==> src/rtl/can_frame_tx.sv <==
// CAN 2.0A standard-frame transmitter: serialises SOF through intermission one bit per
// BIT_TICK, with bit stuffing and CRC-15 generation, and checks the ACK slot.
module can_frame_tx #(
    parameter int IFS_BITS = 3
) (
    input  logic        clock,
    input  logic        CLEAR,
    input  logic        BIT_TICK,
    input  logic        START,
    input  logic [10:0] ID,
    input  logic        RTR,
    input  logic [3:0]  DLC,
    input  logic [63:0] DATA,
    input  logic        RXBIT,
    output logic        TXBIT,
    output logic        BUSY,
    output logic        DONE,
    output logic        ACK_ERR
);

    localparam logic [14:0] CRC_POLY = 15'h4599;

    // Each state names the field whose next bit goes out on the coming BIT_TICK.
    typedef enum logic [3:0] {
        S_IDLE,
        S_SOF,
        S_ID,
        S_RTR,
        S_IDE,
        S_R0,
        S_DLC,
        S_DATA,
        S_CRC,
        S_CRC_DEL,
        S_ACK,
        S_ACK_DEL,
        S_EOF,
        S_IFS,
        S_END
    } state_t;

    state_t      state;
    state_t      next_field;
    logic [10:0] id_q;
    logic        rtr_q;
    logic [3:0]  dlc_q;
    logic [63:0] data_q;
    logic [6:0]  data_bits;
    logic [6:0]  cnt;
    logic [6:0]  field_len;
    logic [14:0] crc;
    logic [14:0] crc_next;
    logic [2:0]  run_len;
    logic        last_bit;
    logic        field_bit;
    logic        field_last;
    logic        stuff_zone;
    logic        crc_zone;
    logic        stuff_due;
    logic        crc_inv;

    always_comb begin
        // NOTE: every signal written here gets a default first, so no latch can be inferred.
        field_bit  = 1'b1;
        field_len  = 7'd1;
        next_field = S_IDLE;
        case (state)
            S_SOF: begin
                field_bit  = 1'b0;
                next_field = S_ID;
            end
            S_ID: begin
                field_bit  = id_q[4'd10 - cnt[3:0]];
                field_len  = 7'd11;
                next_field = S_RTR;
            end
            S_RTR: begin
                field_bit  = rtr_q;
                next_field = S_IDE;
            end
            S_IDE: begin
                field_bit  = 1'b0;
                next_field = S_R0;
            end
            S_R0: begin
                field_bit  = 1'b0;
                next_field = S_DLC;
            end
            S_DLC: begin
                field_bit  = dlc_q[2'd3 - cnt[1:0]];
                field_len  = 7'd4;
                next_field = (data_bits == 7'd0) ? S_CRC : S_DATA;
            end
            S_DATA: begin
                field_bit  = data_q[6'd63 - cnt[5:0]];
                field_len  = data_bits;
                next_field = S_CRC;
            end
            S_CRC: begin
                field_bit  = crc[4'd14 - cnt[3:0]];
                field_len  = 7'd15;
                next_field = S_CRC_DEL;
            end
            S_CRC_DEL: next_field = S_ACK;
            S_ACK:     next_field = S_ACK_DEL;
            S_ACK_DEL: next_field = S_EOF;
            S_EOF: begin
                field_len  = 7'd7;
                next_field = (IFS_BITS == 0) ? S_END : S_IFS;
            end
            S_IFS: begin
                field_len  = 7'(IFS_BITS);
                next_field = S_END;
            end
            default: next_field = S_IDLE;
        endcase
    end

    assign field_last = (cnt == field_len - 7'd1);
    assign stuff_zone = state inside {S_SOF, S_ID, S_RTR, S_IDE, S_R0, S_DLC, S_DATA, S_CRC};
    assign crc_zone   = state inside {S_SOF, S_ID, S_RTR, S_IDE, S_R0, S_DLC, S_DATA};
    // A run completed on the last CRC bit still owes its stuff bit ahead of the delimiter.
    assign stuff_due  = (stuff_zone || state == S_CRC_DEL) && (run_len == 3'd5);
    assign crc_inv    = field_bit ^ crc[14];
    assign crc_next   = {crc[13:0], 1'b0} ^ (crc_inv ? CRC_POLY : 15'h0000);

    // NOTE: all state here is updated with non-blocking assignments so every register
    // samples pre-edge values regardless of statement order.
    always_ff @(posedge clock or posedge CLEAR) begin
        if (CLEAR) begin
            state     <= S_IDLE;
            id_q      <= '0;
            rtr_q     <= 1'b0;
            dlc_q     <= '0;
            data_q    <= '0;
            data_bits <= '0;
            cnt       <= '0;
            crc       <= '0;
            run_len   <= '0;
            last_bit  <= 1'b1;
            TXBIT     <= 1'b1;
            BUSY      <= 1'b0;
            DONE      <= 1'b0;
            ACK_ERR   <= 1'b0;
        end else begin
            DONE <= 1'b0;
            if (state == S_IDLE) begin
                if (START) begin
                    id_q      <= ID;
                    rtr_q     <= RTR;
                    dlc_q     <= DLC;
                    data_q    <= DATA;
                    data_bits <= RTR    ? 7'd0 :
                                 DLC[3] ? 7'd64 : {1'b0, DLC[2:0], 3'b000};
                    cnt       <= '0;
                    crc       <= '0;
                    run_len   <= '0;
                    BUSY      <= 1'b1;
                    ACK_ERR   <= 1'b0;
                    state     <= S_SOF;
                end
            end else if (BIT_TICK) begin
                if (state == S_END) begin
                    TXBIT <= 1'b1;
                    BUSY  <= 1'b0;
                    DONE  <= 1'b1;
                    state <= S_IDLE;
                end else if (stuff_due) begin
                    TXBIT    <= ~last_bit;
                    last_bit <= ~last_bit;
                    run_len  <= 3'd1;
                end else begin
                    TXBIT <= field_bit;
                    if (stuff_zone) begin
                        last_bit <= field_bit;
                        run_len  <= (run_len != 3'd0 && field_bit == last_bit) ? run_len + 3'd1 : 3'd1;
                    end
                    if (crc_zone) begin
                        crc <= crc_next;
                    end
                    // This tick closes the ACK slot, so it is where the bus level is judged.
                    if (state == S_ACK_DEL && RXBIT) begin
                        ACK_ERR <= 1'b1;
                    end
                    if (field_last) begin
                        cnt   <= '0;
                        state <= next_field;
                    end else begin
                        cnt <= cnt + 7'd1;
                    end
                end
            end
        end
    end

endmodule

==> config.mk <==
export PLATFORM = sky130hd
export DESIGN_NAME = can_frame_tx
export DESIGN_NICKNAME = d
export VERILOG_FILES = /design/src/rtl/can_frame_tx.sv
export SDC_FILE = /design/constraint.sdc
export NUM_CORES = 1
export LEC_CHECK = 0
export ABC_CLOCK_PERIOD_IN_PS = 5400
export BUFFER_PORTS_ARGS = -buffer_cell sky130_fd_sc_hd__buf_2
export CAP_MARGIN = 15
export CORE_MARGIN = 2
export CORE_UTILIZATION = 58
export CTS_BUF_LIST = sky130_fd_sc_hd__clkbuf_4 sky130_fd_sc_hd__clkbuf_8 sky130_fd_sc_hd__clkbuf_16
export CTS_CLUSTER_DIAMETER = 200
export DETAILED_ROUTE_END_ITERATION = 10
export GPL_ROUTABILITY_DRIVEN = 0
export PLACE_DENSITY = 0.81
export SYNTH_ARGS = -nofsm -noshare
export SYNTH_HDL_FRONTEND = slang
export SYNTH_SLANG_ARGS = --single-unit
export TNS_END_PERCENT = 30
==> constraint.sdc <==
create_clock -name clock -period 5.4 [get_ports clock]
set_input_delay 1.08 -clock clock [delete_from_list [all_inputs] [get_ports clock]]
set_output_delay 1.08 -clock clock [all_outputs]
set_load 0.01 [all_outputs]
==> results of run 1 <==
==> registers in the layout (all words and copies together), names as in the netlist <==
| register | cells |
|---|---|
| id_q | 11 |
| data_q | 64 |
| DONE | 1 |
| run_len | 3 |
| data_bits | 4 |
| TXBIT | 1 |
| rtr_q | 1 |
| crc | 15 |
| dlc_q | 4 |
| ACK_ERR | 1 |
| BUSY | 1 |
| cnt | 7 |
| last_bit | 1 |
| state | 4 |
==> worst paths after layout <==
check	startpoint	endpoint
setup reg to reg	state[0]$_DFFE_PP0P_	cnt[5]$_DFFE_PP0P_
min in group asynchronous	CLEAR	data_q[52]$_DFFE_PP0P_
hold / removal	id_q[2]$_DFFE_PP0P_	id_q[2]$_DFFE_PP0P_
setup / recovery	state[0]$_DFFE_PP0P_	cnt[5]$_DFFE_PP0P_
hold reg to reg	id_q[2]$_DFFE_PP0P_	id_q[2]$_DFFE_PP0P_
max in group asynchronous	CLEAR	id_q[4]$_DFFE_PP0P_
==> worst max-delay path, delay by kind of cell, from the launching register on <==
kind,cells,cell delay [ps]
AOI/OAI and AO/OA,2,960
DFF,1,560
and+or+nand+nor,4,1790
==> stage by stage <==
step	cell area, um2	setup slack (ps)	power (mW)	hold slack [ps]
floorplan	6180	1190	3.05	470
detailed placement	6670	1990	3.45	487
global placement	6670	2120	3.34	482
finish	7270	1990	4.62	497
global route	7270	1780	4.91	511
CTS	7270	2000	4.63	499
==> power by group through the flow <==
| stage | Combinational (mW) | Sequential, mW | Clock (mW) |
|---|---|---|---|
| final | 1.82 | 1.64 | 1.15 |
| after detailed placement | 1.81 | 1.64 | 0 |
| after CTS | 1.83 | 1.64 | 1.16 |
| after floorplan | 1.57 | 1.48 | 0 |
| after global routing | 2.00 | 1.70 | 1.21 |
| after global placement | 1.74 | 1.60 | 0 |
==> kinds of logic after synthesis <==
family / after synthesis
DFF: 118
and+or+nand+nor: 111
xor gates and xnor gates: 13
AOI/OAI and AO/OA: 93
buffers and inverters: 43
adders and majority gates: 4
muxes: 117
==> cells in the final DEF, fill, tap and decap left out, types with 3 or more instances in the layout <==
master      synthesis  layout
a21oi_1            13      13
a22o_1             15      15
and2_1              5       5
and3_1              4       4
buf_2               5      88
buf_4               0       3
bufinv_16           0       4
clkbuf_16           0      16
clkbuf_4            0       5
clkinvlp_4          0       3
dfrtp_1           116     116
ha_1                4       4
inv_1              10       9
mux2_2             84      84
mux2i_1            16      16
mux4_1              5       5
mux4_2             12      12
nand2_1            34      33
nand2b_1            8       8
nand3_1            10      10
nand4_1             3       3
nor2_1             14      14
nor2b_1             5       5
nor3_1              7       7
nor3b_1             5       5
o21ai_0            31      31
or4_1               3       3
xnor2_1             6       6
xnor3_1             5       5
==> layer usage <==
| layer | share of wire [%] | wire length, um | up-vias | track usage [%] |
|---|---|---|---|---|
| met4 | 2.4 | 333 | 0 | 9.74 |
| li1 | - | - | 2015 | - |
| met1 | 42 | 5700 | 2199 | 34.0 |
| met2 | 50 | 6880 | 187 | 42.0 |
| met5 | 0 | 0 | - | 0 |
| met3 | 5.7 | 787 | 36 | 7.66 |
==> layout make-up <==
class                   instances  area (um2)  share of cell area (%)
multi-input cells             338        3040                    41.8
flip-flops and latches        118        2960                    40.6
repair buffers                 91         463                    6.37
clock buffers                  22         452                    6.21
well taps                     136         170                    2.34
clock inverters                 9         153                    2.10
inverters                      10        40.0                   0.551
==> impl_metrics.json, run 1 <==
{
  "status": "finished clean",
  "hpwl_um": 9110,
  "placed_cells": 693,
  "finalMaxSlewViolations": 0,
  "netSwitchingFraction_pct": 33.5,
  "die_x_um": 107,
  "final.period_utilization_pct": 63.1,
  "drt_iter0_drc": 361,
  "hold_viol": 0,
  "final_cells": 724,
  "cp.required_ps": 5830,
  "synth.most_common_cell": "dfrtp_1",
  "start_kind": "register",
  "ys.flop_type": "dfrtp_1",
  "synth_compound_area_share_pct": 10.8,
  "yosysWarnings": 0,
  "clk_latency_ps": 530,
  "skew_ps": 11.8,
  "cts_num_sinks": 118,
  "dr_total_vias": 4437,
  "nNetsFinal": 665,
  "fin_crit_ps": 3410,
  "syn_nets": 588,
  "power.density_mw_per_mm2": 635,
  "seqPwrFrac_pct": 35.6,
  "synth-adder-area-share_pct": 0.810,
  "avgSynthCellArea_um2": 12.4,
  "synth_mux_area_share_pct": 24.4,
  "worst_ep_arrival_time_ps": 3830,
  "crit_chain": "or2_2 > nor3_1 > nand2_4 > a21oi_1 > nand2_1 > o31ai_1",
  "synth_xor_area_share_pct": 3.08,
  "cts_made_buffers": 17,
  "synth-simple-area-share_pct": 9.97,
  "vdd_ir_drop_max_uv": 316,
  "setup_violations": 0,
  "ys_ff_latch": 118,
  "routed_via_density": 6.13,
  "cts_resized": 0,
  "hold_depth": 1,
  "clock_path_buffers": 2,
  "power.internal_mw": 3.07,
  "cp_max_fo": 91,
  "synth_top_family_by_area": "multiplexers",
  "htree_levels": 4,
  "root_buffer": "clkbuf_8",
  "comb_power_share_pct": 39.5,
  "rr_worst_depth": 6,
  "p_switching_mw": 1.55,
  "critPathMaxStageDelay_ps": 720,
  "syn_area_mm2": 0.00618,
  "ys_seq_area_share_pct": 47.8,
  "power_frac_clock_pct": 25.0,
  "fin_util_pct": 70.4,
  "tritoncts": "yes",
  "core_mm2": 0.0103,
  "firstDrtPassIters": 6,
  "endpoint_kind": "register",
  "post-cts-setup-buffers": 0,
  "wirelength_um": 13700,
  "hold_class": "register to register",
  "fmax_mhz": 293,
  "worst_pin_slew_ps": 1130,
  "routedWlPerCell_um": 18.9,
  "holdBufCountCts": 0,
  "grt_usage_pct": 26.2,
  "maxSlewHeadroom_pct": 24.5,
  "dieHeight_um": 107,
  "initial_core_util_pct": 59.8,
  "fillers": 694,
  "synthCells": 499,
  "async_flop_share_pct": 100,
  "clkTransAtPathRegs_ps": 60,
  "grt_overflow_total": 0,
  "antenna_found_initial": 0,
  "grt_pass1_vias": 4609,
  "yosysTopAreaCell": "dfrtp_1",
  "synth.distinct_cells": 66,
  "grt_setup_unrepaired": "no",
  "synth.area.top_cells": "dfrtp_1 (47%), mux2_2 (15%), mux4_2 (4.4%), mux2i_1 (2.6%), o21ai_0 (2.5%)",
  "diodes": 0,
  "port_buffers": 88,
  "ys_top_cells_by_count": "dfrtp_1 (116), mux2_2 (84), nand2_1 (34), o21ai_0 (31), clkbuf_1 (26)",
  "final_antenna_net_count": 0,
  "fp.dieArea_mm2": 0.0115,
  "cp_slowest_cell": "nand2_4",
  "fin_setup_tns_ps": 0,
  "layout-drive-gt1-share_pct": 39.5,
  "grt_start_max_net_pins": 92,
  "cap_violations": 0,
  "drc": 0,
  "grt_pass1_wl_um": 23100,
  "leakage_nw": 3.25,
  "crit_type": "register to register",
  "synth_top_area_share_pct": 47.0,
  "io_pins": 89,
  "area_growth_syn_to_layout_pct": 17.7,
  "rows": 37,
  "r2r_setup_slack_ps": 1990,
  "synth_enable_flop_cells": 0
}
No activity file was read; power rests on OpenSTA's default activity.
==> run 2: changes to the inputs <==
- ABC_CLOCK_PERIOD_IN_PS: 5400 -> 2950
- CORE_UTILIZATION: 58 -> 52
- PLACE_DENSITY: 0.81 -> 0.76
- clock period: 5.4 -> 2.95 ns (I/O delays scaled with it)
==> impl_metrics.json, run 2 (same netlist as run 1, synthesis figures left out) <==
{
  "fin_setup_tns_ps": 0,
  "hpwl_um": 9650,
  "vdd_ir_drop_max_uv": 646,
  "dieHeight_um": 113,
  "diodes": 0,
  "setup_violations": 0,
  "power.total_mw": 8.67,
  "fin_crit_ps": 2820,
  "start_kind": "register",
  "grt_start_max_net_pins": 119,
  "endpoint_kind": "register",
  "grt_pass1_vias": 4750,
  "antenna_found_initial": 0,
  "rows": 39,
  "nNetsFinal": 684,
  "reg_top3": "data_q (64), crc (15), id_q (11)",
  "setup_ws_ps": 134,
  "drt_iter0_drc": 341,
  "cts_made_buffers": 17,
  "cp_max_fo": 16,
  "cp.required_ps": 3250,
  "dr_total_vias": 4413,
  "die_x_um": 113,
  "maxSlewHeadroom_pct": 52.5,
  "worst_ep_arrival_time_ps": 3120,
  "status": "finished with violations",
  "routed_via_density": 5.88,
  "area_growth_syn_to_layout_pct": 20.7,
  "fmax_mhz": 355,
  "final_antenna_net_count": 0,
  "layout_commonest_cell": "dfrtp_1",
  "hold-worst-slack_ps": 347,
  "largest_register_ffs": 64,
  "initial_core_util_pct": 53.6,
  "wirelength_um": 14000,
  "clock_path_buffers": 2,
  "cts_num_sinks": 118,
  "htree_levels": 4,
  "grt_usage_pct": 23.7,
  "io_pins": 89,
  "finalMaxSlewViolations": 0,
  "skew_ps": 5.97,
  "power.density_mw_per_mm2": 1160,
  "cap_violations": 0,
  "holdBufCountCts": 0,
  "violations": "design-rule violations",
  "root_buffer": "clkbuf_16",
  "final.period_utilization_pct": 95.5,
  "clk_latency_ps": 420,
  "port_buffers": 88,
  "drc": 5,
  "crit_type": "register to register",
  "fp.dieArea_mm2": 0.0128,
  "hold_viol": 0,
  "layout-drive-gt1-share_pct": 42.1,
  "worst_pin_slew_ps": 712,
  "hold_class": "primary input to async pin",
  "firstDrtPassIters": 8,
  "grt_overflow_total": 0,
  "final_cell_mix": "dfrtp_1 (115), buf_2 (88), mux2_2 (84)",
  "leakage_nw": 3.35,
  "top_register": "data_q",
  "routedWlPerCell_um": 18.7,
  "grt_pass1_wl_um": 23500,
  "core_mm2": 0.0115,
  "clkTransAtPathRegs_ps": 60,
  "tritoncts": "yes",
  "dp_slack_ps": 64.9
}
[run 2: cell count changes in the layout (fill, tap and decap cells not counted), sizes merged]
cell | previous run | this run
bufinv | 4 | 2
inv | 10 | 12
clkinv | 2 | 8
buf | 91 | 110
clkbuf | 22 | 17
[run 2: path summary, 6_finish.rpt]
check	start	endpoint	slack (ps)	cells past startpoint
worst max-delay path	cnt[0]$_DFFE_PP0P_	crc[4]$_DFFE_PP0P_	130	10
max in group asynchronous	CLEAR	crc[5]$_DFFE_PP0P_	2130	3
worst min register to register	BUSY$_DFFE_PP0P_	BUSY$_DFFE_PP0P_	490	2
worst max register to register	cnt[0]$_DFFE_PP0P_	crc[4]$_DFFE_PP0P_	130	10
worst min-delay path	CLEAR	DONE$_DFF_PP0_	350	3
min in group clock	DATA[40]	data_q[40]$_DFFE_PP0P_	400	2
[run 2: layout make-up]
| type | count | area, um2 |
|---|---|---|
| fill | 872 | 4060 |
| multi-input combinational | 338 | 3050 |
| sequential | 118 | 2960 |
| timing repair buffer | 110 | 656 |
| clock buffer | 17 | 425 |
| tap | 143 | 179 |
| clock inverter | 15 | 153 |
| inverter | 10 | 41.3 |
[run 2: per-layer routing]
layer  vias up  routed length (um)  global-route usage [%]
li1       2048                   -                       -
met1      2182                6050                    31.2
met2       153                6800                    38.0
met3        30                 886                    6.43
met4         0                 272                    9.11
met5         -                   0                       0
[run 2: what timing repair did]
item / 4_1_cts / 5_1_grt
gates resized for setup: 0 / 5
endpoints found under the hold margin: 0 / 0
buffers inserted: 0 / 2
endpoints found under the setup margin: 0 / 16
[run 2: critical path: stages (launching register included)]
cell	delay (ps)
dfrtp_1	410
buf_12	180
mux4_2	500
mux2i_1	220
nor3_1	120
nor4b_4	300
nand4bb_4	170
a31oi_4	200
buf_12	150
xnor3_1	230
a22o_1	200
[run 2: power by group]
| group | switching (mW) | internal [mW] | leakage (nW) |
|---|---|---|---|
| combinational | 1.63 | 2.05 | 1.63 |
| clock | 0.755 | 1.24 | 0.284 |
| sequential | 0.603 | 2.39 | 1.43 |
[run 2: stage by stage]
stage	utilization, %	cells	area (um2)
finish	64.8	751	7460
detailed placement	59.4	717	6840
global placement	59.4	717	6840
global route	64.8	751	7460
floorplan	-	499	6180
CTS	64.4	749	7420
==> run 3: changes to the inputs <==
- REMOVE_ABC_BUFFERS: not set -> 1
==> impl_metrics.json, run 3 (same netlist as run 1, synthesis figures left out) <==
{
  "setup_violations": 0,
  "hold-worst-slack_ps": 207,
  "violations": "design-rule violations",
  "nNetsFinal": 683,
  "cp_top_family": "multiplexers",
  "grt_pass1_vias": 4562,
  "drc": 2,
  "power.density_mw_per_mm2": 1160,
  "multi_input_area_mm2": 0.00306,
  "cts_made_buffers": 17,
  "antenna_found_initial": 0,
  "largest_register_ffs": 64,
  "area_growth_syn_to_layout_pct": 21.5,
  "rows": 39,
  "diodes": 0,
  "clk_latency_ps": 420,
  "fillers": 860,
  "fmax_mhz": 354,
  "dp_slack_ps": 24.4,
  "crit_type": "register to register",
  "start_kind": "register",
  "layout-drive-gt1-share_pct": 41.8,
  "cp_num_buf_inv": 2,
  "maxSlewHeadroom_pct": 37.9,
  "fp.dieArea_mm2": 0.0128,
  "setup_ws_ps": 121,
  "vdd_ir_drop_max_uv": 615,
  "grt_pass1_wl_um": 23100,
  "io_pins": 89,
  "crit_chain": "buf_4 > mux4_1 > mux2i_1 > and2_1 > o22ai_1 > nand4bb_4 > a31oi_4 > buf_12 > xnor2_2 > o41ai_2",
  "clock_path_buffers": 2,
  "reg_top3": "data_q (64), crc (15), id_q (11)",
  "worst_ep_arrival_time_ps": 3140,
  "final_antenna_net_count": 0,
  "hold_viol": 0,
  "final_cell_mix": "dfrtp_1 (115), buf_2 (88), mux2_2 (84)",
  "critPathMaxStageDelay_ps": 570,
  "dieHeight_um": 113,
  "top_register": "data_q",
  "final.period_utilization_pct": 95.9,
  "worst_pin_slew_ps": 931,
  "cp_max_fo": 10,
  "fin_util_pct": 65.1,
  "dr_total_vias": 4414,
  "fin_setup_tns_ps": 0,
  "grt_usage_pct": 23.0,
  "leakage_nw": 3.37,
  "drt_iter0_drc": 291,
  "status": "finished with violations",
  "finalMaxSlewViolations": 0,
  "layout_commonest_cell": "dfrtp_1",
  "endpoint_kind": "register",
  "wirelength_um": 13800,
  "fin_crit_ps": 2830,
  "tritoncts": "yes",
  "cp.required_ps": 3260,
  "grt_start_max_net_pins": 79,
  "routed_via_density": 5.89,
  "hpwl_um": 9480,
  "regArea_mm2": 0.00296,
  "port_buffers": 88,
  "firstDrtPassIters": 7,
  "cp_slowest_cell": "mux4_1",
  "root_buffer": "clkbuf_16",
  "htree_levels": 4,
  "die_x_um": 113,
  "initial_core_util_pct": 53.6,
  "routedWlPerCell_um": 18.4,
  "core_mm2": 0.0115,
  "placed_cells": 713,
  "grt_overflow_total": 0,
  "cts_num_sinks": 118,
  "cap_violations": 0,
  "hold_class": "primary input to async pin",
  "clkTransAtPathRegs_ps": 50,
  "final_cells": 750,
  "skew_ps": 5.81
}
==> run 3: changes by cell type in the layout (fill, tap and decap cells not counted), sizes merged <==
| cell | previous run | this run |
|---|---|---|
| clkbuf | 17 | 24 |
| clkinv | 8 | 5 |
| buf | 110 | 108 |
| clkinvlp | 3 | 1 |
| inv | 12 | 10 |
| bufinv | 2 | 3 |
==> run 3: path summary, 6_finish.rpt <==
path                                startpoint                endpoint  slack, ps  depth (start not counted)
setup / recovery            cnt[0]$_DFFE_PP0P_  run_len[1]$_DFFE_PP0P_        120                         10
hold / removal                           CLEAR   data_q[4]$_DFFE_PP0P_        210                          2
setup reg to reg            cnt[0]$_DFFE_PP0P_  run_len[1]$_DFFE_PP0P_        120                         10
hold reg to reg            id_q[7]$_DFFE_PP0P_     id_q[7]$_DFFE_PP0P_        490                          1
max in group asynchronous                CLEAR   data_q[5]$_DFFE_PP0P_       1910                          3
min in group clock                    DATA[20]  data_q[20]$_DFFE_PP0P_        400                          2
==> run 3: final cells by class <==
class,count,share of cell area (%)
well taps,143,2.38
repair buffers,109,8.87
multi-input cells,338,40.8
inverters,10,0.534
clock buffers,23,6.35
flip-flops and latches,118,39.4
clock inverters,9,1.68
==> run 3: per-layer routing <==
metal / track usage (%) / wire [um] / vias up
met5: 0 / 0 / -
met3: 7.34 / 767 / 26
li1: - / - / 2058
met2: 35.9 / 6890 / 119
met1: 30.4 / 5860 / 2211
met4: 8.62 / 272 / 0
==> run 3: what timing repair did <==
item,4_1_cts,5_1_grt
resized for setup,0,4
hold endpoints to repair,0,0
buffers inserted,0,4
hold buffers,0,0
setup endpoints to repair,0,10
==> run 3: metrics by stage <==
step | power (mW) | instance area [um2]
2_1_floorplan | 5.52 | 6020
3_3_place_gp | 6.26 | 6810
3_5_place_dp | 6.46 | 6810
5_1_grt | 9.26 | 7500
6_report | 8.74 | 7500
4_1_cts | 8.60 | 7410
==> run 3: report_power, final <==
| part | total, mW | internal, mW | switching (mW) |
|---|---|---|---|
| Clock | 2.11 | 1.39 | 0.718 |
| Sequential | 3.01 | 2.39 | 0.617 |
| Combinational | 3.62 | 2.06 | 1.56 |
